--- src/rtl/taxi_axis_pipeline_fifo_pkg.sv ---
// rtl/taxi_axis_pipeline_fifo_pkg.sv - sizing helpers for the long-haul stream pipeline
package taxi_axis_pipeline_fifo_pkg;

  // Output FIFO must hold the 2*LENGTH beats still in flight after ready drops, plus margin.
  function automatic int fifo_depth_w(input int length);
    return $clog2(2 * length + 2);
  endfunction

endpackage

--- src/rtl/taxi_axis_if.sv ---
// rtl/taxi_axis_if.sv - AXI4-Stream bundle with optional sidebands
interface taxi_axis_if #(
  parameter int DATA_W  = 8,
  parameter bit KEEP_EN = DATA_W > 8,
  parameter int KEEP_W  = (DATA_W + 7) / 8,
  parameter bit STRB_EN = 1'b0,
  parameter bit LAST_EN = 1'b1,
  parameter bit ID_EN   = 1'b0,
  parameter int ID_W    = 8,
  parameter bit DEST_EN = 1'b0,
  parameter int DEST_W  = 8,
  parameter bit USER_EN = 1'b0,
  parameter int USER_W  = 1
) ();
  logic [DATA_W-1:0] tdata;
  logic [KEEP_W-1:0] tkeep;
  logic [KEEP_W-1:0] tstrb;
  logic              tlast;
  logic [ID_W-1:0]   tid;
  logic [DEST_W-1:0] tdest;
  logic [USER_W-1:0] tuser;
  logic              tvalid;
  logic              tready;

  modport src (
    output tdata, tkeep, tstrb, tlast, tid, tdest, tuser, tvalid,
    input  tready
  );

  modport snk (
    input  tdata, tkeep, tstrb, tlast, tid, tdest, tuser, tvalid,
    output tready
  );
endinterface

--- src/rtl/taxi_axis_pipeline_fifo.sv ---
// rtl/taxi_axis_pipeline_fifo.sv - long-haul AXI-Stream pipeline: registered data and ready chains feeding an output FIFO
module taxi_axis_pipeline_fifo
  import taxi_axis_pipeline_fifo_pkg::*;
#(
  parameter int  LENGTH       = 2,
  localparam int FIFO_DEPTH_W = fifo_depth_w(LENGTH)
) (
  input  logic                    clk,
  input  logic                    rst,
  taxi_axis_if.snk                s_axis,
  taxi_axis_if.src                m_axis,
  output logic [FIFO_DEPTH_W+1:0] status_depth,
  output logic                    status_overflow
);
  localparam int DATA_W   = s_axis.DATA_W;
  localparam int KEEP_W   = s_axis.KEEP_W;
  localparam int ID_W     = s_axis.ID_W;
  localparam int DEST_W   = s_axis.DEST_W;
  localparam int USER_W   = s_axis.USER_W;
  localparam int M_ID_W   = m_axis.ID_W;
  localparam int M_DEST_W = m_axis.DEST_W;
  localparam int M_USER_W = m_axis.USER_W;

  localparam bit KEEP_EN = s_axis.KEEP_EN && m_axis.KEEP_EN;
  localparam bit STRB_EN = s_axis.STRB_EN && m_axis.STRB_EN;
  localparam bit LAST_EN = s_axis.LAST_EN && m_axis.LAST_EN;
  localparam bit ID_EN   = s_axis.ID_EN && m_axis.ID_EN;
  localparam bit DEST_EN = s_axis.DEST_EN && m_axis.DEST_EN;
  localparam bit USER_EN = s_axis.USER_EN && m_axis.USER_EN;

  if (m_axis.DATA_W != DATA_W || m_axis.KEEP_W != KEEP_W) begin : g_width_check
    $fatal(1, "taxi_axis_pipeline_fifo: s_axis and m_axis DATA_W/KEEP_W differ");
  end

  typedef struct packed {
    logic [DATA_W-1:0] data;
    logic [KEEP_W-1:0] keep;
    logic [KEEP_W-1:0] strb;
    logic              last;
    logic [ID_W-1:0]   id;
    logic [DEST_W-1:0] dest;
    logic [USER_W-1:0] user;
  } beat_t;

  beat_t in_beat;
  beat_t out_beat;
  logic  out_valid;

  // Sidebands not enabled on both ends are zeroed at entry so they never reach m_axis.
  always_comb begin
    in_beat      = '0;
    in_beat.data = s_axis.tdata;
    in_beat.keep = KEEP_EN ? s_axis.tkeep : '0;
    in_beat.strb = STRB_EN ? s_axis.tstrb : '0;
    in_beat.last = LAST_EN ? s_axis.tlast : 1'b0;
    in_beat.id   = ID_EN   ? s_axis.tid   : '0;
    in_beat.dest = DEST_EN ? s_axis.tdest : '0;
    in_beat.user = USER_EN ? s_axis.tuser : '0;
  end

  assign m_axis.tdata  = out_beat.data;
  assign m_axis.tkeep  = out_beat.keep;
  assign m_axis.tstrb  = out_beat.strb;
  assign m_axis.tlast  = out_beat.last;
  assign m_axis.tid    = M_ID_W'(out_beat.id);
  assign m_axis.tdest  = M_DEST_W'(out_beat.dest);
  assign m_axis.tuser  = M_USER_W'(out_beat.user);
  assign m_axis.tvalid = out_valid;

  if (LENGTH == 0) begin : g_pass
    logic unused_pass;
    assign unused_pass     = clk ^ rst;
    assign out_beat        = in_beat;
    assign out_valid       = s_axis.tvalid;
    assign s_axis.tready   = m_axis.tready;
    assign status_depth    = '0;
    assign status_overflow = 1'b0;
  end else begin : g_pipe
    localparam int FIFO_DEPTH = 2 ** FIFO_DEPTH_W;
    localparam int PTR_W      = FIFO_DEPTH_W + 1;
    localparam int STAT_W     = FIFO_DEPTH_W + 2;
    localparam logic [PTR_W-1:0] READY_LIMIT = PTR_W'(FIFO_DEPTH - 2 * LENGTH);

    beat_t [LENGTH-1:0] pipe_data_q, pipe_data_d;
    logic  [LENGTH-1:0] pipe_valid_q, pipe_valid_d;
    logic  [LENGTH-1:0] ready_q, ready_d;
    beat_t              mem [FIFO_DEPTH];
    logic  [PTR_W-1:0]  wr_ptr_q, wr_ptr_d, rd_ptr_q, rd_ptr_d, fifo_count;
    beat_t              out_q, out_d;
    logic               out_valid_q, out_valid_d;
    logic               overflow_q, overflow_d;
    logic               fifo_full, fifo_empty, wr_en, rd_en, ready_int;
    logic  [STAT_W-1:0] depth;

    assign pipe_valid_d[0] = s_axis.tvalid && ready_q[LENGTH-1];
    assign pipe_data_d[0]  = in_beat;
    assign ready_d[0]      = ready_int;

    for (genvar k = 1; k < LENGTH; k++) begin : g_stage
      assign pipe_valid_d[k] = pipe_valid_q[k-1];
      assign pipe_data_d[k]  = pipe_data_q[k-1];
      assign ready_d[k]      = ready_q[k-1];
    end

    always_comb begin
      fifo_count  = wr_ptr_q - rd_ptr_q;
      fifo_empty  = wr_ptr_q == rd_ptr_q;
      fifo_full   = (wr_ptr_q[PTR_W-1] != rd_ptr_q[PTR_W-1]) &&
                    (wr_ptr_q[PTR_W-2:0] == rd_ptr_q[PTR_W-2:0]);
      ready_int   = fifo_count < READY_LIMIT;
      wr_en       = pipe_valid_q[LENGTH-1] && !fifo_full;
      rd_en       = !fifo_empty && (!out_valid_q || m_axis.tready);
      wr_ptr_d    = wr_ptr_q + PTR_W'(wr_en);
      rd_ptr_d    = rd_ptr_q + PTR_W'(rd_en);
      out_valid_d = rd_en || (out_valid_q && !m_axis.tready);
      out_d       = rd_en ? mem[rd_ptr_q[PTR_W-2:0]] : out_q;
      overflow_d  = overflow_q || (pipe_valid_q[LENGTH-1] && fifo_full);
      // Occupancy counts the output register too, so it matches beats accepted minus beats delivered.
      depth = STAT_W'(fifo_count) + STAT_W'(out_valid_q);
      for (int k = 0; k < LENGTH; k++) begin
        depth = depth + STAT_W'(pipe_valid_q[k]);
      end
    end

    always_ff @(posedge clk or posedge rst) begin
      if (rst) begin
        pipe_valid_q <= '0;
        ready_q      <= '0;
        wr_ptr_q     <= '0;
        rd_ptr_q     <= '0;
        out_valid_q  <= 1'b0;
        overflow_q   <= 1'b0;
      end else begin
        pipe_valid_q <= pipe_valid_d;
        ready_q      <= ready_d;
        wr_ptr_q     <= wr_ptr_d;
        rd_ptr_q     <= rd_ptr_d;
        out_valid_q  <= out_valid_d;
        overflow_q   <= overflow_d;
      end
    end

    always_ff @(posedge clk) begin
      pipe_data_q <= pipe_data_d;
      out_q       <= out_d;
      if (wr_en) begin
        mem[wr_ptr_q[PTR_W-2:0]] <= pipe_data_q[LENGTH-1];
      end
    end

    assign out_beat        = out_q;
    assign out_valid       = out_valid_q;
    assign s_axis.tready   = ready_q[LENGTH-1];
    assign status_depth    = depth;
    assign status_overflow = overflow_q;
  end

endmodule

--- src/flat_wrapper.sv ---
// flat-port wrapper written by rule: the top's interface ports become plain ports
module taxi_axis_pipeline_fifo_flat import taxi_axis_pipeline_fifo_pkg::*;
#(
  parameter int  LENGTH       = 2,
  localparam int FIFO_DEPTH_W = fifo_depth_w(LENGTH)
)
  (clk, rst, status_depth, status_overflow, s_axis_tdata, s_axis_tkeep, s_axis_tstrb, s_axis_tlast, s_axis_tid, s_axis_tdest, s_axis_tuser, s_axis_tvalid, s_axis_tready, m_axis_tdata, m_axis_tkeep, m_axis_tstrb, m_axis_tlast, m_axis_tid, m_axis_tdest, m_axis_tuser, m_axis_tvalid, m_axis_tready);
  taxi_axis_if #(.DATA_W(16), .KEEP_EN(1), .KEEP_W(2), .STRB_EN(1), .LAST_EN(1), .ID_EN(1), .ID_W(4), .DEST_EN(1), .DEST_W(3), .USER_EN(1), .USER_W(2)) s_axis_i ();
  taxi_axis_if #(.DATA_W(16), .KEEP_EN(1), .KEEP_W(2), .STRB_EN(1), .LAST_EN(1), .ID_EN(1), .ID_W(4), .DEST_EN(1), .DEST_W(3), .USER_EN(1), .USER_W(2)) m_axis_i ();
  input  logic clk;
  input  logic rst;
  output logic [FIFO_DEPTH_W+1:0] status_depth;
  output logic status_overflow;
  input wire logic [$bits(s_axis_i.tdata)-1:0] s_axis_tdata;
  input wire logic [$bits(s_axis_i.tkeep)-1:0] s_axis_tkeep;
  input wire logic [$bits(s_axis_i.tstrb)-1:0] s_axis_tstrb;
  input wire logic [$bits(s_axis_i.tlast)-1:0] s_axis_tlast;
  input wire logic [$bits(s_axis_i.tid)-1:0] s_axis_tid;
  input wire logic [$bits(s_axis_i.tdest)-1:0] s_axis_tdest;
  input wire logic [$bits(s_axis_i.tuser)-1:0] s_axis_tuser;
  input wire logic [$bits(s_axis_i.tvalid)-1:0] s_axis_tvalid;
  output wire logic [$bits(s_axis_i.tready)-1:0] s_axis_tready;
  output wire logic [$bits(m_axis_i.tdata)-1:0] m_axis_tdata;
  output wire logic [$bits(m_axis_i.tkeep)-1:0] m_axis_tkeep;
  output wire logic [$bits(m_axis_i.tstrb)-1:0] m_axis_tstrb;
  output wire logic [$bits(m_axis_i.tlast)-1:0] m_axis_tlast;
  output wire logic [$bits(m_axis_i.tid)-1:0] m_axis_tid;
  output wire logic [$bits(m_axis_i.tdest)-1:0] m_axis_tdest;
  output wire logic [$bits(m_axis_i.tuser)-1:0] m_axis_tuser;
  output wire logic [$bits(m_axis_i.tvalid)-1:0] m_axis_tvalid;
  input wire logic [$bits(m_axis_i.tready)-1:0] m_axis_tready;
  assign s_axis_i.tdata = s_axis_tdata;
  assign s_axis_i.tkeep = s_axis_tkeep;
  assign s_axis_i.tstrb = s_axis_tstrb;
  assign s_axis_i.tlast = s_axis_tlast;
  assign s_axis_i.tid = s_axis_tid;
  assign s_axis_i.tdest = s_axis_tdest;
  assign s_axis_i.tuser = s_axis_tuser;
  assign s_axis_i.tvalid = s_axis_tvalid;
  assign s_axis_tready = s_axis_i.tready;
  assign m_axis_tdata = m_axis_i.tdata;
  assign m_axis_tkeep = m_axis_i.tkeep;
  assign m_axis_tstrb = m_axis_i.tstrb;
  assign m_axis_tlast = m_axis_i.tlast;
  assign m_axis_tid = m_axis_i.tid;
  assign m_axis_tdest = m_axis_i.tdest;
  assign m_axis_tuser = m_axis_i.tuser;
  assign m_axis_tvalid = m_axis_i.tvalid;
  assign m_axis_i.tready = m_axis_tready;
  taxi_axis_pipeline_fifo #(.LENGTH(LENGTH)) u_core (.clk(clk), .rst(rst), .s_axis(s_axis_i), .m_axis(m_axis_i), .status_depth(status_depth), .status_overflow(status_overflow));
endmodule
--- config.mk ---
export PLATFORM = sky130hd
export DESIGN_NAME = taxi_axis_pipeline_fifo_flat
export DESIGN_NICKNAME = d
export VERILOG_FILES = /design/src/rtl/taxi_axis_pipeline_fifo_pkg.sv /design/src/rtl/taxi_axis_if.sv /design/src/rtl/taxi_axis_pipeline_fifo.sv /design/src/flat_wrapper.sv
export SDC_FILE = /design/constraint.sdc
export NUM_CORES = 1
export LEC_CHECK = 0
export BUFFER_PORTS_ARGS = -buffer_cell sky130_fd_sc_hd__buf_2
export CORE_MARGIN = 3
export CORE_UTILIZATION = 50
export CTS_CLUSTER_SIZE = 20
export DETAILED_ROUTE_END_ITERATION = 6
export PLACE_DENSITY = 0.68
export SYNTH_ARGS = -nofsm -noshare
export SYNTH_HDL_FRONTEND = slang
export SYNTH_SLANG_ARGS = --single-unit
--- constraint.sdc ---
create_clock -name clk -period 10.7 [get_ports clk]
set_clock_uncertainty 0.2 [all_clocks]
set_input_delay 2.14 -clock clk [delete_from_list [all_inputs] [get_ports clk]]
set_output_delay 2.14 -clock clk [all_outputs]
set_load 0.05 [all_outputs]
---- After elaboration in Yosys (flattened, before gate mapping) ----
Memory sizes are Yosys's and may differ from the RTL's. A register that Yosys moved wholly into a read port is not among the register bits.
Cells that the tools add are included.
word-level totals
  memories ................................ 1
  register bits after elaboration ......... 74
  bits in latches ......................... 0
  output and inout port bits .............. 38
  RAM bits ................................ 240
  logic and storage cells ................. 46
  input bits .............................. 34
  ROM bits ................................ 0
cells by class
  multipliers ............................. 0
  equal/unequal tests ..................... 3
  reduce and logical (&&, ||, !) cells .... 13
  multiplexer cells ....................... 2
  div/mod/pow operators ................... 0
  magnitude comparators ................... 1
  shift operators ......................... 0
  add/sub/neg operators ................... 6
  bitwise logic cells ..................... 0
memory list
  name               depth  width  rd ports  clocked after Yosys merged registers in  write ports  RTL line                       RTL
  u_core.g_pipe.mem  8      30     1         1                                        1            taxi_axis_pipeline_fifo.sv:87  beat_t mem [FIFO_DEPTH];
operators with widths
  cell                                                                  count
  5-bit by 1-bit adder with 5-bit output                                2
  4-bit by 1-bit adder with 4-bit output                                2
  1-bit logical AND                                                     6
  4-bit by 1-bit adder with 5-bit output                                1
  4-bit == test                                                         1
  1-bit logical NOT                                                     4
  4-bit by 3-bit < comparator with 1-bit output, second input constant  1
  4-bit subtractor                                                      1
  3-bit == test                                                         1
  1-bit logical OR                                                      3
  1-bit 2-to-1 mux                                                      2
  1-bit inequality test                                                 1

---- Logic depth before layout (Yosys ltp) ----
Gate-level depths: netlist of the first run.
  word-level depth ........................ 6
  depth in mapped cells ................... 10
  depth with buffers taken out ............ 8

---- Worst setup path after synthesis of the first run ----
No wires, ideal clock.
  kind .................................... register to output
  start point ............................. reg u_core.g_pipe.rd_ptr_q[0]
  end point ............................... out status_depth[4]
  data required time ...................... 8.360 ns
  setup slack ............................. 5.180 ns
  arrival time ............................ 3.180 ns
  path buffers ............................ 0
  cell stages (with the launch flop) ...... 8
  cell sequence ........................... dfrtp_1 ha_1 inv_1 fa_1 ha_1 fa_1 inv_1 nor4_1
on the way
  word-level cells in the longest chain between the ends .. 4
ends and longest elaborated chain
  element                                               RTL line                        RTL
  start, declared                                       taxi_axis_pipeline_fifo.sv:88   logic [PTR_W-1:0] wr_ptr_q, wr_ptr_d, rd_ptr_q, rd_ptr_d, fifo_count;
  start signal, assigned                                taxi_axis_pipeline_fifo.sv:137  rd_ptr_q <= rd_ptr_d;
  4-bit subtractor                                      taxi_axis_pipeline_fifo.sv:106  fifo_count = wr_ptr_q - rd_ptr_q;
  4-bit by 1-bit adder with 5-bit output                taxi_axis_pipeline_fifo.sv:119  depth = STAT_W'(fifo_count) + STAT_W'(out_valid_q);
  5-bit by 1-bit adder with 5-bit output (2 in series)  taxi_axis_pipeline_fifo.sv:121  depth = depth + STAT_W'(pipe_valid_q[k]);
  end, declared                                         flat_wrapper.sv:12              output logic [FIFO_DEPTH_W+1:0] status_depth;
No other way between the ends.

---- Worst setup path after layout of the first run ----
  start point ............................. reg u_core.g_pipe.rd_ptr_q[0]
  end point ............................... out status_depth[2]
Same word-level chain as after synthesis.

==> results of run 1 <==
-- logic make-up (layout without fill, tap and decap cells) --
| kind of cell | after synthesis | after routing |
|---|---|---|
| simple gates | 113 | 113 |
| buf+inv | 32 | 155 |
| flops | 344 | 344 |
| fa+ha+maj | 12 | 12 |
| mux | 60 | 60 |
| compound gates | 9 | 9 |
| xor+xnor | 9 | 9 |
-- through the flow --
step	cells	hold slack, ps
2_1_floorplan	579	110
3_3_place_gp	960	110
3_5_place_dp	960	113
4_1_cts	1021	127
5_1_grt	1021	129
6_report	1021	125
-- registers in the layout (all words and copies together), names as in the netlist, 2 cells and up --
| register | flops |
|---|---|
| u_core.g_pipe.mem | 240 |
| u_core.g_pipe.pipe_data_d | 30 |
| u_core.g_pipe.pipe_data_q | 30 |
| u_core.m_axis.tdata | 16 |
| u_core.g_pipe.rd_ptr_q | 4 |
| u_core.g_pipe.wr_ptr_q | 4 |
| u_core.m_axis.tid | 4 |
| u_core.m_axis.tdest | 3 |
| u_core.g_pipe.pipe_valid_q | 2 |
| u_core.g_pipe.ready_q | 2 |
| u_core.m_axis.tkeep | 2 |
| u_core.m_axis.tstrb | 2 |
| u_core.m_axis.tuser | 2 |
-- metal layers --
layer  global-route usage  routed length (um)  up-vias
li1                     -                   -     2426
met3               0.0303                1150       37
met1                0.224                8810     2811
met2                0.267               10200      162
met4               0.0571                 473        0
met5                    0                   0        -
-- worst max-delay path: stages, from the launching register on --
cell,delay (ps)
sky130_fd_sc_hd__dfrtp_4,770
sky130_fd_sc_hd__ha_1,340
sky130_fd_sc_hd__inv_1,80
sky130_fd_sc_hd__fa_1,420
sky130_fd_sc_hd__ha_1,240
sky130_fd_sc_hd__fa_1,410
sky130_fd_sc_hd__xnor2_1,160
sky130_fd_sc_hd__buf_2,270
-- cells in the final DEF, fill, tap and decap left out, types with 2 or more instances in the layout --
cell	count
sky130_fd_sc_hd__nand2_1	93
sky130_fd_sc_hd__xnor2_1	4
sky130_fd_sc_hd__ha_1	9
sky130_fd_sc_hd__buf_2	71
sky130_fd_sc_hd__inv_1	10
sky130_fd_sc_hd__dfrtp_1	12
sky130_fd_sc_hd__edfxtp_1	270
sky130_fd_sc_hd__a21oi_1	3
sky130_fd_sc_hd__xor2_1	4
sky130_fd_sc_hd__nor2_4	6
sky130_fd_sc_hd__nor2_1	3
sky130_fd_sc_hd__fa_1	3
sky130_fd_sc_hd__buf_4	13
sky130_fd_sc_hd__mux4_2	60
sky130_fd_sc_hd__clkbuf_8	5
sky130_fd_sc_hd__clkbuf_1	7
sky130_fd_sc_hd__clkbuf_16	37
sky130_fd_sc_hd__dfxtp_1	60
sky130_fd_sc_hd__nand3_1	3
sky130_fd_sc_hd__clkinv_1	4
sky130_fd_sc_hd__o211ai_1	2
sky130_fd_sc_hd__nor3_2	2
sky130_fd_sc_hd__bufinv_16	2
sky130_fd_sc_hd__clkinv_2	4
-- area by class of cell --
cell class	count	area, um^2
timing repair buffer	84	453
sequential	344	9660
clock buffer	49	1020
multi-input combinational	203	2180
clock inverter	12	111
inverter	10	37.5
tap	319	399
fill	1754	9670
-- power groups by stage --
stage	registers [mW]	clock network, mW	logic (mW)
2_1_floorplan	1.92	0	0.843
6_report	1.71	1.17	1.26
5_1_grt	1.73	1.26	1.35
3_3_place_gp	1.73	0	1.25
3_5_place_dp	1.74	0	1.27
4_1_cts	1.71	1.20	1.28
-- final timing paths --
| path | end | cells past startpoint |
|---|---|---|
| max in group asynchronous | u_core.g_pipe.rd_ptr_q[0] | 2 |
| setup reg to reg | u_core.g_pipe.mem[4][14] | 7 |
| min in group asynchronous | u_core.g_pipe.wr_ptr_q[1] | 2 |
| hold reg to reg | u_core.g_pipe.pipe_data_q[56] | 0 |
| hold / removal | u_core.g_pipe.pipe_data_q[56] | 0 |
| setup / recovery | status_depth[2] | 7 |
==> report_table.html, run 1 <==
<table>
<tr><th>Metric</th><th>Value</th></tr>
<tr><th colspan="2">Power and ir drop</th></tr>
<tr><td>Internal</td><td>2.76 mW</td></tr>
<tr><td>Switching power</td><td>1.38 mW</td></tr>
<tr><td>Static Leakage</td><td>4.95 nW</td></tr>
<tr><td>Total power draw</td><td>4.14 mW</td></tr>
<tr><td>PD cells</td><td>298 mW/mm^2</td></tr>
<tr><td>Max IR drop VDD</td><td>440 uV</td></tr>
<tr><td>Clock network power share</td><td>0.284</td></tr>
<tr><td>Sw Ratio</td><td>0.334</td></tr>
<tr><td>Fraction of power consumed by sequential logic</td><td>0.413</td></tr>
<tr><td>Comb pwr share</td><td>0.304</td></tr>
<tr><th colspan="2">Placed design</th></tr>
<tr><td>Placed wire-length estimate</td><td>10.7 mm</td></tr>
<tr><td>Final GP Congestion</td><td>0.737</td></tr>
<tr><td>Worst setup timing slack at the placement stage</td><td>5630 ps</td></tr>
<tr><td>Instance area after placement</td><td>0.0127 mm^2</td></tr>
<tr><td>Port-buffer cells</td><td>71</td></tr>
<tr><th colspan="2">Clock network</th></tr>
<tr><td>Clock latency at the later pin of the worst-skew pair</td><td>500 ps</td></tr>
<tr><td>Total of cells resized after clock tree synthesis</td><td>0</td></tr>
<tr><td>Clock transition at the register clock pins on the worst setup and hold paths after CTS</td><td>50 ps</td></tr>
<tr><td>Sinks on the clock net</td><td>344</td></tr>
<tr><td>Post-CTS Repair Setup Buffers</td><td>0</td></tr>
<tr><td>CTS Hold Bufs</td><td>0</td></tr>
<tr><td>Root cell of the clock tree</td><td>sky130_fd_sc_hd__clkbuf_16</td></tr>
<tr><td>Number of H-tree levels</td><td>2</td></tr>
<tr><td>Maximum root-to-sink buffer count</td><td>3</td></tr>
<tr><td>TritonCTS clock tree</td><td>built</td></tr>
<tr><td>Inserted Clock Buffers</td><td>34</td></tr>
<tr><th colspan="2">Finish</th></tr>
<tr><td>Cell area after layout</td><td>0.0139 mm^2</td></tr>
<tr><td>Net count reported at finish</td><td>723</td></tr>
<tr><td>Post-route core utilization</td><td>0.589</td></tr>
<tr><td>N_diodes</td><td>0</td></tr>
<tr><td>Fraction of final layout cells with drive strength greater than 1</td><td>0.292</td></tr>
<tr><td>Layout overhead on the synthesized area</td><td>15.5%</td></tr>
<tr><th colspan="2">Yosys</th></tr>
<tr><td>Area contributors post-synth</td><td>sky130_fd_sc_hd__edfxtp_1 (67%), sky130_fd_sc_hd__mux4_2 (11%), sky130_fd_sc_hd__dfxtp_1 (10%), sky130_fd_sc_hd__dfrtp_1 (2.9%), sky130_fd_sc_hd__nand2_1 (2.9%)</td></tr>
<tr><td>Yosys Warn Count</td><td>0</td></tr>
<tr><td>Yosys top cell area share</td><td>0.675</td></tr>
<tr><td>Yosys top cell by area</td><td>sky130_fd_sc_hd__edfxtp_1</td></tr>
<tr><td>Adder and majority gate portion of the synthesized area</td><td>0.0144</td></tr>
<tr><td>Distinct cell type count of the synthesized netlist</td><td>29</td></tr>
<tr><td>Dominant combinational cell family by area after synthesis</td><td>multiplexers</td></tr>
<tr><td>Syn avg cell area</td><td>20.7 um^2</td></tr>
<tr><td>Share of synthesized area occupied by flip-flops and latches</td><td>0.804</td></tr>
<tr><td>Syn nets</td><td>625</td></tr>
<tr><td>Xor and xnor area share after synthesis</td><td>0.00771</td></tr>
<tr><td>#FFs+latches synth</td><td>344</td></tr>
<tr><td>Synth cell count leaders</td><td>sky130_fd_sc_hd__edfxtp_1 (270), sky130_fd_sc_hd__nand2_1 (93), sky130_fd_sc_hd__dfxtp_1 (60), sky130_fd_sc_hd__mux4_2 (60), sky130_fd_sc_hd__dfrtp_1 (14)</td></tr>
<tr><td>Top-count cell post-synth</td><td>sky130_fd_sc_hd__edfxtp_1</td></tr>
<tr><td>Combined area of all synthesized cells</td><td>0.0120 mm^2</td></tr>
<tr><td>Fraction of synthesized area in multiplexers</td><td>0.112</td></tr>
<tr><td>Number of instances in the synthesized netlist</td><td>579</td></tr>
<tr><td>Share of the synthesized area in compound gates (AO/OA/AOI/OAI)</td><td>0.00458</td></tr>
<tr><td>Post-synthesis simple-gate area fraction</td><td>0.0372</td></tr>
<tr><td>Ys flop type</td><td>sky130_fd_sc_hd__edfxtp_1</td></tr>
<tr><td>Post-synth ARST share</td><td>0.0407</td></tr>
<tr><td>Count of flip-flops with a built-in enable after synthesis</td><td>270</td></tr>
<tr><th colspan="2">Floorplanning</th></tr>
<tr><td>Count of pins on the block boundary</td><td>72</td></tr>
<tr><td>Die outline width</td><td>161 um</td></tr>
<tr><td>Count of standard-cell rows</td><td>56</td></tr>
<tr><td>Die Height</td><td>161 um</td></tr>
<tr><td>Core region area</td><td>0.0235 mm^2</td></tr>
<tr><td>Die Area</td><td>0.0259 mm^2</td></tr>
<tr><td>Initial Util</td><td>0.510</td></tr>
<tr><th colspan="2">STA</th></tr>
<tr><td>Fmax achieved</td><td>180 MHz</td></tr>
<tr><td>RSZ-0062 raised after global routing</td><td>no</td></tr>
<tr><td>Final setup violation count</td><td>0</td></tr>
<tr><td>Share of the cycle needed by the critical path after routing</td><td>0.518</td></tr>
<tr><td>Final Hold Fails</td><td>0</td></tr>
<tr><td>Worst Slack Setup Final</td><td>5160 ps</td></tr>
<tr><td>Slew margin rel.</td><td>0.380</td></tr>
<tr><td>Final Max Tran Viols</td><td>0</td></tr>
<tr><td>Post-Route Setup TNS</td><td>0 ps</td></tr>
<tr><td>Clock period minus final worst setup slack</td><td>5540 ps</td></tr>
<tr><td>Transition time of the tightest slew-check pin</td><td>930 ps</td></tr>
<tr><th colspan="2">Drt</th></tr>
<tr><td>Count of nets left with antenna violations after detail routing</td><td>0</td></tr>
<tr><td>Avg WL per Cell</td><td>20.3 um</td></tr>
<tr><td>Routed Wire Length</td><td>20.7 mm</td></tr>
<tr><td>Residual DRC</td><td>0</td></tr>
<tr><td>Number of DRC markers after the initial detailed-route iteration</td><td>383</td></tr>
<tr><td>Vias per Instance</td><td>5.32</td></tr>
<tr><td>Detailed-router iteration count before antenna repair</td><td>5</td></tr>
<tr><td>Vias after detailed routing</td><td>5436</td></tr>
<tr><th colspan="2">Critical path</th></tr>
<tr><td>R2R Path Start</td><td>u_core.g_pipe.rd_ptr_q[1]</td></tr>
<tr><td>Maximum fanout along the worst path</td><td>27</td></tr>
<tr><td>Worst setup EP type</td><td>output port</td></tr>
<tr><td>Worst EP arrival</td><td>3200 ps</td></tr>
<tr><td>Worst setup path startpoint</td><td>u_core.g_pipe.rd_ptr_q[0]</td></tr>
<tr><td>Required time of the critical path</td><td>8360 ps</td></tr>
<tr><td>FF-to-FF setup slack</td><td>7120 ps</td></tr>
<tr><td>Worst Setup Path Type</td><td>reg2out</td></tr>
<tr><td>Crit path launch type</td><td>flop</td></tr>
<tr><th colspan="2">GRT</th></tr>
<tr><td>Global routing usage summed across all routing layers</td><td>0.163</td></tr>
<tr><td>Overflow after GRT</td><td>0</td></tr>
<tr><td>Number of antenna violations at the first check in global routing</td><td>0</td></tr>
<tr><td>Largest net degree at the start of global routing</td><td>64</td></tr>
<tr><td>First-pass GRT wire length</td><td>32.1 mm</td></tr>
<tr><td>Number of global-route vias before repair</td><td>5683</td></tr>
<tr><th colspan="2">Status</th></tr>
<tr><td>Status</td><td>complete, no violations</td></tr>
<tr><th colspan="2">Worst hold path</th></tr>
<tr><td>Worst min-delay path category</td><td>reg2reg</td></tr>
<tr><td>Hold Crit Start</td><td>u_core.g_pipe.pipe_data_d[56]</td></tr>
<tr><th colspan="2">Run</th></tr>
<tr><td>Maximum capacitance violations</td><td>0</td></tr>
</table>
Power figures use the tool's default switching activity.
==> run 2: changes to the inputs <==
- ABC_AREA: default -> 1
- PLACE_DENSITY: 0.68 -> 0.67
- clock period: 10.7 -> 5.18 ns (I/O delays scaled with it)
==> report_table.html, run 2 <==
<table>
<tr><th>Metric</th><th>Value</th></tr>
<tr><th colspan="2">Status</th></tr>
<tr><td>Status</td><td>complete, no violations (unchanged)</td></tr>
<tr><th colspan="2">GRT</th></tr>
<tr><td>Overflow after GRT</td><td>0 (unchanged)</td></tr>
<tr><td>Number of global-route vias before repair</td><td>6817 (was 5683)</td></tr>
<tr><td>Global routing usage summed across all routing layers</td><td>0.181 (was 0.163)</td></tr>
<tr><td>Largest net degree at the start of global routing</td><td>66 (was 64)</td></tr>
<tr><td>Number of antenna violations at the first check in global routing</td><td>0 (unchanged)</td></tr>
<tr><td>First-pass GRT wire length</td><td>37.6 mm (was 32.1 mm)</td></tr>
<tr><th colspan="2">STA</th></tr>
<tr><td>Slew margin rel.</td><td>0.278 (was 0.380)</td></tr>
<tr><td>RSZ-0062 raised after global routing</td><td>no (unchanged)</td></tr>
<tr><td>Share of the cycle needed by the critical path after routing</td><td>0.825</td></tr>
<tr><td>Worst Slack Setup Final</td><td>907 ps (was 5160 ps)</td></tr>
<tr><td>Final Max Tran Viols</td><td>0 (unchanged)</td></tr>
<tr><td>Clock period minus final worst setup slack</td><td>4270 ps</td></tr>
<tr><td>Fmax achieved</td><td>234 MHz</td></tr>
<tr><td>Transition time of the tightest slew-check pin</td><td>1080 ps (was 930 ps)</td></tr>
<tr><td>Final setup violation count</td><td>0 (unchanged)</td></tr>
<tr><td>Post-Route Setup TNS</td><td>0 ps (unchanged)</td></tr>
<tr><td>Post-Route Hold Slack</td><td>124 ps (was 125 ps)</td></tr>
<tr><td>Final Hold Fails</td><td>0 (unchanged)</td></tr>
<tr><th colspan="2">Yosys</th></tr>
<tr><td>Post-synth ARST share</td><td>0.0407 (unchanged)</td></tr>
<tr><td>Synth cell count leaders</td><td>sky130_fd_sc_hd__edfxtp_1 (270), sky130_fd_sc_hd__nor2_1 (251), sky130_fd_sc_hd__nand2_1 (169), sky130_fd_sc_hd__o21ai_1 (100), sky130_fd_sc_hd__dfxtp_1 (60) (was sky130_fd_sc_hd__edfxtp_1 (270), sky130_fd_sc_hd__nand2_1 (93), sky130_fd_sc_hd__dfxtp_1 (60), sky130_fd_sc_hd__mux4_2 (60), sky130_fd_sc_hd__dfrtp_1 (14))</td></tr>
<tr><td>Count of flip-flops with a built-in enable after synthesis</td><td>270 (unchanged)</td></tr>
<tr><td>Adder and majority gate portion of the synthesized area</td><td>0.0138 (was 0.0144)</td></tr>
<tr><td>Syn nets</td><td>1032 (was 625)</td></tr>
<tr><td>Share of synthesized area occupied by flip-flops and latches</td><td>0.774 (was 0.804)</td></tr>
<tr><td>Yosys Warn Count</td><td>0 (unchanged)</td></tr>
<tr><td>Share of the synthesized area in compound gates (AO/OA/AOI/OAI)</td><td>0.0509 (was 0.00458)</td></tr>
<tr><td>Xor and xnor area share after synthesis</td><td>0.00491 (was 0.00771)</td></tr>
<tr><td>Ys flop type</td><td>sky130_fd_sc_hd__edfxtp_1 (unchanged)</td></tr>
<tr><td>Yosys top cell by area</td><td>sky130_fd_sc_hd__edfxtp_1 (unchanged)</td></tr>
<tr><td>Fraction of synthesized area in multiplexers</td><td>0 (was 0.112)</td></tr>
<tr><td>Combined area of all synthesized cells</td><td>0.0125 mm^2 (was 0.0120 mm^2)</td></tr>
<tr><td>Distinct cell type count of the synthesized netlist</td><td>21 (was 29)</td></tr>
<tr><td>Post-synthesis simple-gate area fraction</td><td>0.132 (was 0.0372)</td></tr>
<tr><td>Dominant combinational cell family by area after synthesis</td><td>simple AND/OR/NAND/NOR gates (was multiplexers)</td></tr>
<tr><td>Yosys top cell area share</td><td>0.650 (was 0.675)</td></tr>
<tr><td>Area contributors post-synth</td><td>sky130_fd_sc_hd__edfxtp_1 (65%), sky130_fd_sc_hd__dfxtp_1 (9.6%), sky130_fd_sc_hd__nor2_1 (7.6%), sky130_fd_sc_hd__nand2_1 (5.1%), sky130_fd_sc_hd__o21ai_1 (4.0%) (was sky130_fd_sc_hd__edfxtp_1 (67%), sky130_fd_sc_hd__mux4_2 (11%), sky130_fd_sc_hd__dfxtp_1 (10%), sky130_fd_sc_hd__dfrtp_1 (2.9%), sky130_fd_sc_hd__nand2_1 (2.9%))</td></tr>
<tr><td>Number of instances in the synthesized netlist</td><td>986 (was 579)</td></tr>
<tr><td>Top-count cell post-synth</td><td>sky130_fd_sc_hd__edfxtp_1 (unchanged)</td></tr>
<tr><td>Syn avg cell area</td><td>12.7 um^2 (was 20.7 um^2)</td></tr>
<tr><td>#FFs+latches synth</td><td>344 (unchanged)</td></tr>
<tr><th colspan="2">Placed design</th></tr>
<tr><td>Final GP Congestion</td><td>0.733 (was 0.737)</td></tr>
<tr><td># placed instances</td><td>1348 (was 960)</td></tr>
<tr><td>Worst setup timing slack at the placement stage</td><td>1420 ps (was 5630 ps)</td></tr>
<tr><td>Instance area after placement</td><td>0.0132 mm^2 (was 0.0127 mm^2)</td></tr>
<tr><td>Port-buffer cells</td><td>71 (unchanged)</td></tr>
<tr><td>Placed wire-length estimate</td><td>12.1 mm (was 10.7 mm)</td></tr>
<tr><th colspan="2">Worst hold path</th></tr>
<tr><td>Destination of the worst hold path</td><td>u_core.g_pipe.pipe_data_q[56] (unchanged)</td></tr>
<tr><td>Hold Crit Start</td><td>u_core.g_pipe.pipe_data_d[56] (unchanged)</td></tr>
<tr><td>Hold path cells</td><td>0 (unchanged)</td></tr>
<tr><td>Worst min-delay path category</td><td>reg2reg (unchanged)</td></tr>
<tr><th colspan="2">Run</th></tr>
<tr><td>Maximum capacitance violations</td><td>0 (unchanged)</td></tr>
<tr><th colspan="2">Finish</th></tr>
<tr><td>Layout overhead on the synthesized area</td><td>14.7% (was 15.5%)</td></tr>
<tr><td>N_diodes</td><td>0 (unchanged)</td></tr>
<tr><td>Number of standard cells in the final layout excluding fillers</td><td>1411 (was 1021)</td></tr>
<tr><td>Net count reported at finish</td><td>1107 (was 723)</td></tr>
<tr><td>Max FFs per register</td><td>240 (unchanged)</td></tr>
<tr><td>Leading cell types in the layout, fill and taps excluded</td><td>sky130_fd_sc_hd__edfxtp_1 (270), sky130_fd_sc_hd__nor2_1 (244), sky130_fd_sc_hd__nand2_1 (169) (was sky130_fd_sc_hd__edfxtp_1 (270), sky130_fd_sc_hd__nand2_1 (93), sky130_fd_sc_hd__buf_2 (71))</td></tr>
<tr><td>Most common cell after layout, fill and taps aside</td><td>sky130_fd_sc_hd__edfxtp_1 (unchanged)</td></tr>
<tr><td>Fraction of final layout cells with drive strength greater than 1</td><td>0.135 (was 0.292)</td></tr>
<tr><td>Cell area after layout</td><td>0.0143 mm^2 (was 0.0139 mm^2)</td></tr>
<tr><th colspan="2">Power and ir drop</th></tr>
<tr><td>Sw Ratio</td><td>0.379 (was 0.334)</td></tr>
<tr><td>Internal</td><td>5.69 mW (was 2.76 mW)</td></tr>
<tr><td>Clock network power share</td><td>0.269 (was 0.284)</td></tr>
<tr><td>Switching power</td><td>3.47 mW (was 1.38 mW)</td></tr>
<tr><td>Max IR drop VDD</td><td>935 uV (was 440 uV)</td></tr>
<tr><td>Fraction of power consumed by sequential logic</td><td>0.381 (was 0.413)</td></tr>
<tr><td>Comb pwr share</td><td>0.351 (was 0.304)</td></tr>
<tr><td>PD cells</td><td>641 mW/mm^2 (was 298 mW/mm^2)</td></tr>
<tr><td>Static Leakage</td><td>5.42 nW (was 4.95 nW)</td></tr>
<tr><th colspan="2">Critical path</th></tr>
<tr><td>FF-to-FF setup slack</td><td>1550 ps (was 7120 ps)</td></tr>
<tr><td>Worst reg2reg path endpoint</td><td>u_core.g_pipe.mem[2][20] (was u_core.g_pipe.mem[4][14])</td></tr>
<tr><td>Worst EP arrival</td><td>3040 ps (was 3200 ps)</td></tr>
<tr><td>Maximum fanout along the worst path</td><td>6 (was 27)</td></tr>
<tr><td>Crit path launch type</td><td>flop (unchanged)</td></tr>
<tr><td>Largest stage delay, worst path</td><td>450 ps (was 770 ps)</td></tr>
<tr><td>Critical-path top delay cell</td><td>sky130_fd_sc_hd__dfrtp_1 (was sky130_fd_sc_hd__dfrtp_4)</td></tr>
<tr><td>Worst Setup Path Type</td><td>reg2out (unchanged)</td></tr>
<tr><td>Worst reg2reg path depth</td><td>8 (was 7)</td></tr>
<tr><td>R2R Path Start</td><td>u_core.g_pipe.rd_ptr_q[1] (unchanged)</td></tr>
<tr><td>Sequence of cells on the critical path</td><td>inv_1, ha_1, inv_1, fa_1, ha_1, fa_1, xor2_1, buf_2 (was ha_1, inv_1, fa_1, ha_1, fa_1, xnor2_1, buf_2)</td></tr>
<tr><td>Worst setup EP type</td><td>output port (unchanged)</td></tr>
<tr><td>Required time of the critical path</td><td>3940 ps (was 8360 ps)</td></tr>
<tr><th colspan="2">Floorplanning</th></tr>
<tr><td>Die outline width</td><td>164 um (was 161 um)</td></tr>
<tr><td>Die Height</td><td>164 um (was 161 um)</td></tr>
<tr><td>Die Area</td><td>0.0269 mm^2 (was 0.0259 mm^2)</td></tr>
<tr><td>Count of pins on the block boundary</td><td>72 (unchanged)</td></tr>
<tr><td>Core region area</td><td>0.0244 mm^2 (was 0.0235 mm^2)</td></tr>
<tr><td>Count of standard-cell rows</td><td>57 (was 56)</td></tr>
<tr><td>Initial Util</td><td>0.511 (was 0.510)</td></tr>
<tr><th colspan="2">Drt</th></tr>
<tr><td>Detailed-router iteration count before antenna repair</td><td>5 (unchanged)</td></tr>
<tr><td>Number of DRC markers after the initial detailed-route iteration</td><td>747 (was 383)</td></tr>
<tr><td>Residual DRC</td><td>0 (unchanged)</td></tr>
<tr><td>Avg WL per Cell</td><td>16.8 um (was 20.3 um)</td></tr>
<tr><td>Vias per Instance</td><td>5.05 (was 5.32)</td></tr>
<tr><td>Count of nets left with antenna violations after detail routing</td><td>0 (unchanged)</td></tr>
<tr><td>Routed Wire Length</td><td>23.7 mm (was 20.7 mm)</td></tr>
<tr><td>Vias after detailed routing</td><td>7125 (was 5436)</td></tr>
<tr><th colspan="2">Clock network</th></tr>
<tr><td>Root cell of the clock tree</td><td>sky130_fd_sc_hd__clkbuf_16 (unchanged)</td></tr>
<tr><td>CTS Hold Bufs</td><td>0 (unchanged)</td></tr>
<tr><td>Total of cells resized after clock tree synthesis</td><td>0 (unchanged)</td></tr>
<tr><td>Inserted Clock Buffers</td><td>35 (was 34)</td></tr>
<tr><td>Post-CTS Repair Setup Buffers</td><td>0 (unchanged)</td></tr>
<tr><td>Clock latency at the later pin of the worst-skew pair</td><td>500 ps (about the same)</td></tr>
<tr><td>Number of H-tree levels</td><td>2 (unchanged)</td></tr>
<tr><td>Maximum root-to-sink buffer count</td><td>3 (unchanged)</td></tr>
<tr><td>Sinks on the clock net</td><td>344 (unchanged)</td></tr>
<tr><td>TritonCTS clock tree</td><td>built (unchanged)</td></tr>
<tr><td>Clock transition at the register clock pins on the worst setup and hold paths after CTS</td><td>60 ps (was 50 ps)</td></tr>
</table>
-- run 2: cell types whose count changed after synthesis, sizes merged, moves of 3 or more --
cell / change
nor2: +242
o21ai: +120
nand2: +76
mux4: -60
buf: +17
clkbuf: +8
nand3: +8
inv: +6
xnor2: -3
-- run 2: layer usage --
metal | track usage | wire [um]
met1 | 0.256 | 10600
met3 | 0.0257 | 1330
met5 | 0 | 0
met4 | 0.0696 | 599
met2 | 0.289 | 11200
-- run 2: power groups by stage --
stage	Combinational (mW)	Sequential (mW)	Clock, mW
floorplan	2.04	4.00	0
CTS	3.26	3.49	2.51
global placement	3.19	3.54	0
global route	3.58	3.52	2.64
detailed placement	3.25	3.54	0
finish	3.21	3.49	2.46
-- run 2: worst max-delay path: cells and delay by family (launching register included) --
family	cells	cell delay, ps
xor+xnor	1	170
fa+ha+maj	4	1380
buf+inv	3	540
flops	1	450
-- run 2: worst max path at each step --
stage,startpoint,to,slack (ps),cells after the start
floorplan,u_core.g_pipe.rd_ptr_q[2],u_core.g_pipe.mem[6][0],890,9
CTS,u_core.g_pipe.wr_ptr_q[0],status_depth[2],890,8
finish,u_core.g_pipe.wr_ptr_q[0],status_depth[2],910,8
global route,u_core.g_pipe.wr_ptr_q[0],status_depth[2],770,8
global placement,u_core.g_pipe.wr_ptr_q[0],status_depth[2],1520,8
detailed placement,u_core.g_pipe.wr_ptr_q[0],status_depth[2],1420,8
-- run 2: final cells by class --
type	count	area [um^2]
fillers	1952	10100
clock buffers	58	1060
inverters	16	61.3
multi-input cells	579	2580
flip-flops and latches	344	9660
clock inverters	5	75.1
repair buffers	85	460
well taps	324	405
-- run 2: cell families after synthesis --
kind of cell / count (synthesis)
DFF: 344
xor gates and xnor gates: 7
and+or+nand+nor: 434
AOI/OAI and AO/OA: 126
buffers and inverters: 63
adders and majority gates: 12
-- run 2: stage by stage --
stage / power, mW / utilization
after floorplan: 6.05 / -
after global placement: 6.73 / 0.540
after detailed placement: 6.79 / 0.540
after CTS: 9.26 / 0.587
after global routing: 9.74 / 0.587
final: 9.17 / 0.587
==> run 3: changes to the inputs <==
- PLACE_DENSITY: 0.67 -> 0.7
- clock period: 5.18 -> 3.9 ns (I/O delays scaled with it)
==> report_table.html, run 3 (synthesized netlist as in run 2, its figures left out) <==
<table>
<tr><th>Metric</th><th>Value</th></tr>
<tr><th colspan="2">Status</th></tr>
<tr><td>Status</td><td>complete, no violations (unchanged)</td></tr>
<tr><th colspan="2">Finish</th></tr>
<tr><td>N_diodes</td><td>0 (unchanged)</td></tr>
<tr><td>Number of standard cells in the final layout excluding fillers</td><td>1419 (was 1411)</td></tr>
<tr><td>Layout overhead on the synthesized area</td><td>15.6% (was 14.7%)</td></tr>
<tr><td>Fraction of final layout cells with drive strength greater than 1</td><td>0.152 (was 0.135)</td></tr>
<tr><td>Filler instances</td><td>1881 (was 1952)</td></tr>
<tr><td>Net count reported at finish</td><td>1113 (was 1107)</td></tr>
<tr><td>Cell area after layout</td><td>0.0144 mm^2 (was 0.0143 mm^2)</td></tr>
<tr><td>Most common cell after layout, fill and taps aside</td><td>sky130_fd_sc_hd__edfxtp_1 (unchanged)</td></tr>
<tr><td>Max FFs per register</td><td>240 (unchanged)</td></tr>
<tr><td>Area occupied by multi-input gates</td><td>0.00259 mm^2 (was 0.00258 mm^2)</td></tr>
<tr><td>Leading cell types in the layout, fill and taps excluded</td><td>sky130_fd_sc_hd__edfxtp_1 (270), sky130_fd_sc_hd__nor2_1 (244), sky130_fd_sc_hd__nand2_1 (169) (unchanged)</td></tr>
<tr><td>Register area</td><td>0.00967 mm^2 (was 0.00966 mm^2)</td></tr>
<tr><th colspan="2">Drt</th></tr>
<tr><td>Residual DRC</td><td>0 (unchanged)</td></tr>
<tr><td>Routed Wire Length</td><td>24.2 mm (was 23.7 mm)</td></tr>
<tr><td>Avg WL per Cell</td><td>17.1 um (was 16.8 um)</td></tr>
<tr><td>Vias after detailed routing</td><td>7212 (was 7125)</td></tr>
<tr><td>Vias per Instance</td><td>5.08 (was 5.05)</td></tr>
<tr><td>Detailed-router iteration count before antenna repair</td><td>7 (was 5)</td></tr>
<tr><td>Number of DRC markers after the initial detailed-route iteration</td><td>641 (was 747)</td></tr>
<tr><td>Count of nets left with antenna violations after detail routing</td><td>0 (unchanged)</td></tr>
<tr><th colspan="2">Floorplanning</th></tr>
<tr><td>Initial Util</td><td>0.511 (unchanged)</td></tr>
<tr><td>Die Area</td><td>0.0269 mm^2 (unchanged)</td></tr>
<tr><td>Core region area</td><td>0.0244 mm^2 (unchanged)</td></tr>
<tr><td>Count of standard-cell rows</td><td>57 (unchanged)</td></tr>
<tr><td>Die outline width</td><td>164 um (unchanged)</td></tr>
<tr><td>Die Height</td><td>164 um (unchanged)</td></tr>
<tr><td>Count of pins on the block boundary</td><td>72 (unchanged)</td></tr>
<tr><th colspan="2">STA</th></tr>
<tr><td>Post-Route Setup TNS</td><td>0 ps (unchanged)</td></tr>
<tr><td>Clock period minus final worst setup slack</td><td>3750 ps</td></tr>
<tr><td>Transition time of the tightest slew-check pin</td><td>1050 ps (was 1080 ps)</td></tr>
<tr><td>Slew margin rel.</td><td>0.298 (was 0.278)</td></tr>
<tr><td>Share of the cycle needed by the critical path after routing</td><td>0.962</td></tr>
<tr><td>Final Max Tran Viols</td><td>0 (unchanged)</td></tr>
<tr><td>Final Hold Fails</td><td>0 (unchanged)</td></tr>
<tr><td>Fmax achieved</td><td>267 MHz</td></tr>
<tr><td>Final setup violation count</td><td>0 (unchanged)</td></tr>
<tr><td>RSZ-0062 raised after global routing</td><td>no (unchanged)</td></tr>
<tr><th colspan="2">Critical path</th></tr>
<tr><td>Worst setup EP type</td><td>output port (unchanged)</td></tr>
<tr><td>Required time of the critical path</td><td>2920 ps (was 3940 ps)</td></tr>
<tr><td>FF-to-FF setup slack</td><td>1070 ps (was 1550 ps)</td></tr>
<tr><td>Worst reg2reg path endpoint</td><td>u_core.g_pipe.mem[7][7] (was u_core.g_pipe.mem[2][20])</td></tr>
<tr><td>Worst reg2reg path depth</td><td>7 (was 8)</td></tr>
<tr><td>Sequence of cells on the critical path</td><td>ha_1, inv_2, fa_1, ha_2, fa_2, buf_2 (was inv_1, ha_1, inv_1, fa_1, ha_1, fa_1, xor2_1, buf_2)</td></tr>
<tr><td>Combined buffer and inverter count along the critical path</td><td>2 (was 3)</td></tr>
<tr><td>Worst EP arrival</td><td>2770 ps (was 3040 ps)</td></tr>
<tr><td>Kind of cell adding the most delay to the critical path</td><td>adder cells (unchanged)</td></tr>
<tr><td>Crit path launch type</td><td>flop (unchanged)</td></tr>
<tr><td>Largest stage delay, worst path</td><td>520 ps (was 450 ps)</td></tr>
<tr><td>Maximum fanout along the worst path</td><td>3 (was 6)</td></tr>
<tr><td>Critical-path top delay cell</td><td>sky130_fd_sc_hd__fa_2 (was sky130_fd_sc_hd__dfrtp_1)</td></tr>
<tr><td>Worst setup path startpoint</td><td>u_core.g_pipe.rd_ptr_q[0] (was u_core.g_pipe.wr_ptr_q[0])</td></tr>
<tr><td>R2R Path Start</td><td>u_core.g_pipe.wr_ptr_q[2] (was u_core.g_pipe.rd_ptr_q[1])</td></tr>
<tr><td>Worst Setup Path Type</td><td>reg2out (unchanged)</td></tr>
<tr><th colspan="2">GRT</th></tr>
<tr><td>Overflow after GRT</td><td>0 (unchanged)</td></tr>
<tr><td>First-pass GRT wire length</td><td>38.2 mm (was 37.6 mm)</td></tr>
<tr><td>Number of antenna violations at the first check in global routing</td><td>0 (unchanged)</td></tr>
<tr><td>Largest net degree at the start of global routing</td><td>98 (was 66)</td></tr>
<tr><td>Global routing usage summed across all routing layers</td><td>0.184 (was 0.181)</td></tr>
<tr><td>Number of global-route vias before repair</td><td>7089 (was 6817)</td></tr>
<tr><th colspan="2">Power and ir drop</th></tr>
<tr><td>Total power draw</td><td>12.3 mW (was 9.17 mW)</td></tr>
<tr><td>Max IR drop VDD</td><td>1580 uV (was 935 uV)</td></tr>
<tr><td>Static Leakage</td><td>5.46 nW (was 5.42 nW)</td></tr>
<tr><td>PD cells</td><td>850 mW/mm^2 (was 641 mW/mm^2)</td></tr>
<tr><th colspan="2">Clock network</th></tr>
<tr><td>Clock transition at the register clock pins on the worst setup and hold paths after CTS</td><td>60 ps (about the same)</td></tr>
<tr><td>TritonCTS clock tree</td><td>built (unchanged)</td></tr>
<tr><td>Number of H-tree levels</td><td>2 (unchanged)</td></tr>
<tr><td>Inserted Clock Buffers</td><td>36 (was 35)</td></tr>
<tr><td>Clock latency at the later pin of the worst-skew pair</td><td>510 ps (was 500 ps)</td></tr>
<tr><td>Root cell of the clock tree</td><td>sky130_fd_sc_hd__clkbuf_16 (unchanged)</td></tr>
<tr><td>Sinks on the clock net</td><td>344 (unchanged)</td></tr>
<tr><td>Maximum root-to-sink buffer count</td><td>3 (unchanged)</td></tr>
<tr><th colspan="2">Placed design</th></tr>
<tr><td>Final GP Congestion</td><td>0.784 (was 0.733)</td></tr>
<tr><td>Instance area after placement</td><td>0.0132 mm^2 (about the same)</td></tr>
<tr><td># placed instances</td><td>1352 (was 1348)</td></tr>
<tr><td>Port-buffer cells</td><td>71 (unchanged)</td></tr>
<tr><td>Placed wire-length estimate</td><td>12.4 mm (was 12.1 mm)</td></tr>
<tr><th colspan="2">Run</th></tr>
<tr><td>Maximum capacitance violations</td><td>0 (unchanged)</td></tr>
<tr><th colspan="2">Worst hold path</th></tr>
<tr><td>Worst min-delay path category</td><td>in2async (was reg2reg)</td></tr>
</table>
## run 3: cell count changes in the layout (fill, tap and decap cells not counted), sizes merged
cell,change
clkinvlp,+2
inv,+3
clkbuf,-6
buf,+4
bufinv,-1
clkinv,+6
## run 3: how the worst max path moves through the flow
stage                               to  slack [ps]  cells past startpoint
2_1_floorplan  u_core.g_pipe.mem[6][0]        -390                      9
3_3_place_gp           status_depth[2]         490                      8
3_5_place_dp           status_depth[2]         400                      8
4_1_cts                status_depth[2]          20                      7
5_1_grt                status_depth[3]          20                     10
6_report               status_depth[1]         150                      6
## run 3: worst reg2reg max path, cell delays in order (launching register included)
cell and delay [ps]:
sky130_fd_sc_hd__dfrtp_1 470, sky130_fd_sc_hd__ha_1 400, sky130_fd_sc_hd__nand2_1 120, sky130_fd_sc_hd__nor2_1 60, sky130_fd_sc_hd__nand2_1 60, sky130_fd_sc_hd__nand2_1 390, sky130_fd_sc_hd__nor3_2 240, sky130_fd_sc_hd__buf_4 500
## run 3: power breakdown
part | internal [mW] | leakage [nW] | total (mW) | switching [mW]
registers | 4.47 | 3.13 | 4.64 | 0.167
logic | 1.18 | 1.76 | 4.36 | 3.18
clock network | 1.92 | 0.564 | 3.25 | 1.33
total | 7.58 | 5.46 | 12.3 | 4.68
## run 3: cell type report
cell class                      instances  area share
Inverter                               16     0.00425
Timing Repair Buffer                   90      0.0384
Clock inverter                         15     0.00824
Clock buffer                           51      0.0713
Tap cell                              324      0.0281
Sequential cell                       344       0.670
Multi-Input combinational cell        579       0.179
## run 3: what timing repair did
action / 4_1_cts / 5_1_grt
buffers inserted: 1 / 0
gates resized for setup: 3 / 5
hold buffers: 0 / 0
endpoints found under the setup margin: 3 / 3
## run 3: metrics by stage
stage / hold WS [ps] / util / setup WS [ps]
finish: 112 / 0.591 / 150
global route: 126 / 0.591 / 18.8
CTS: 118 / 0.591 / 15.8
detailed placement: 112 / 0.543 / 403
global placement: 111 / 0.543 / 487
floorplan: 110 / - / -393
## run 3: layer usage
metal  part of all wire  wire length [um]  track usage
met3              0.056              1350       0.0325
met2               0.48             11700        0.311
met4              0.019               469       0.0534
met5                  0                 0            0
met1               0.44             10700        0.247
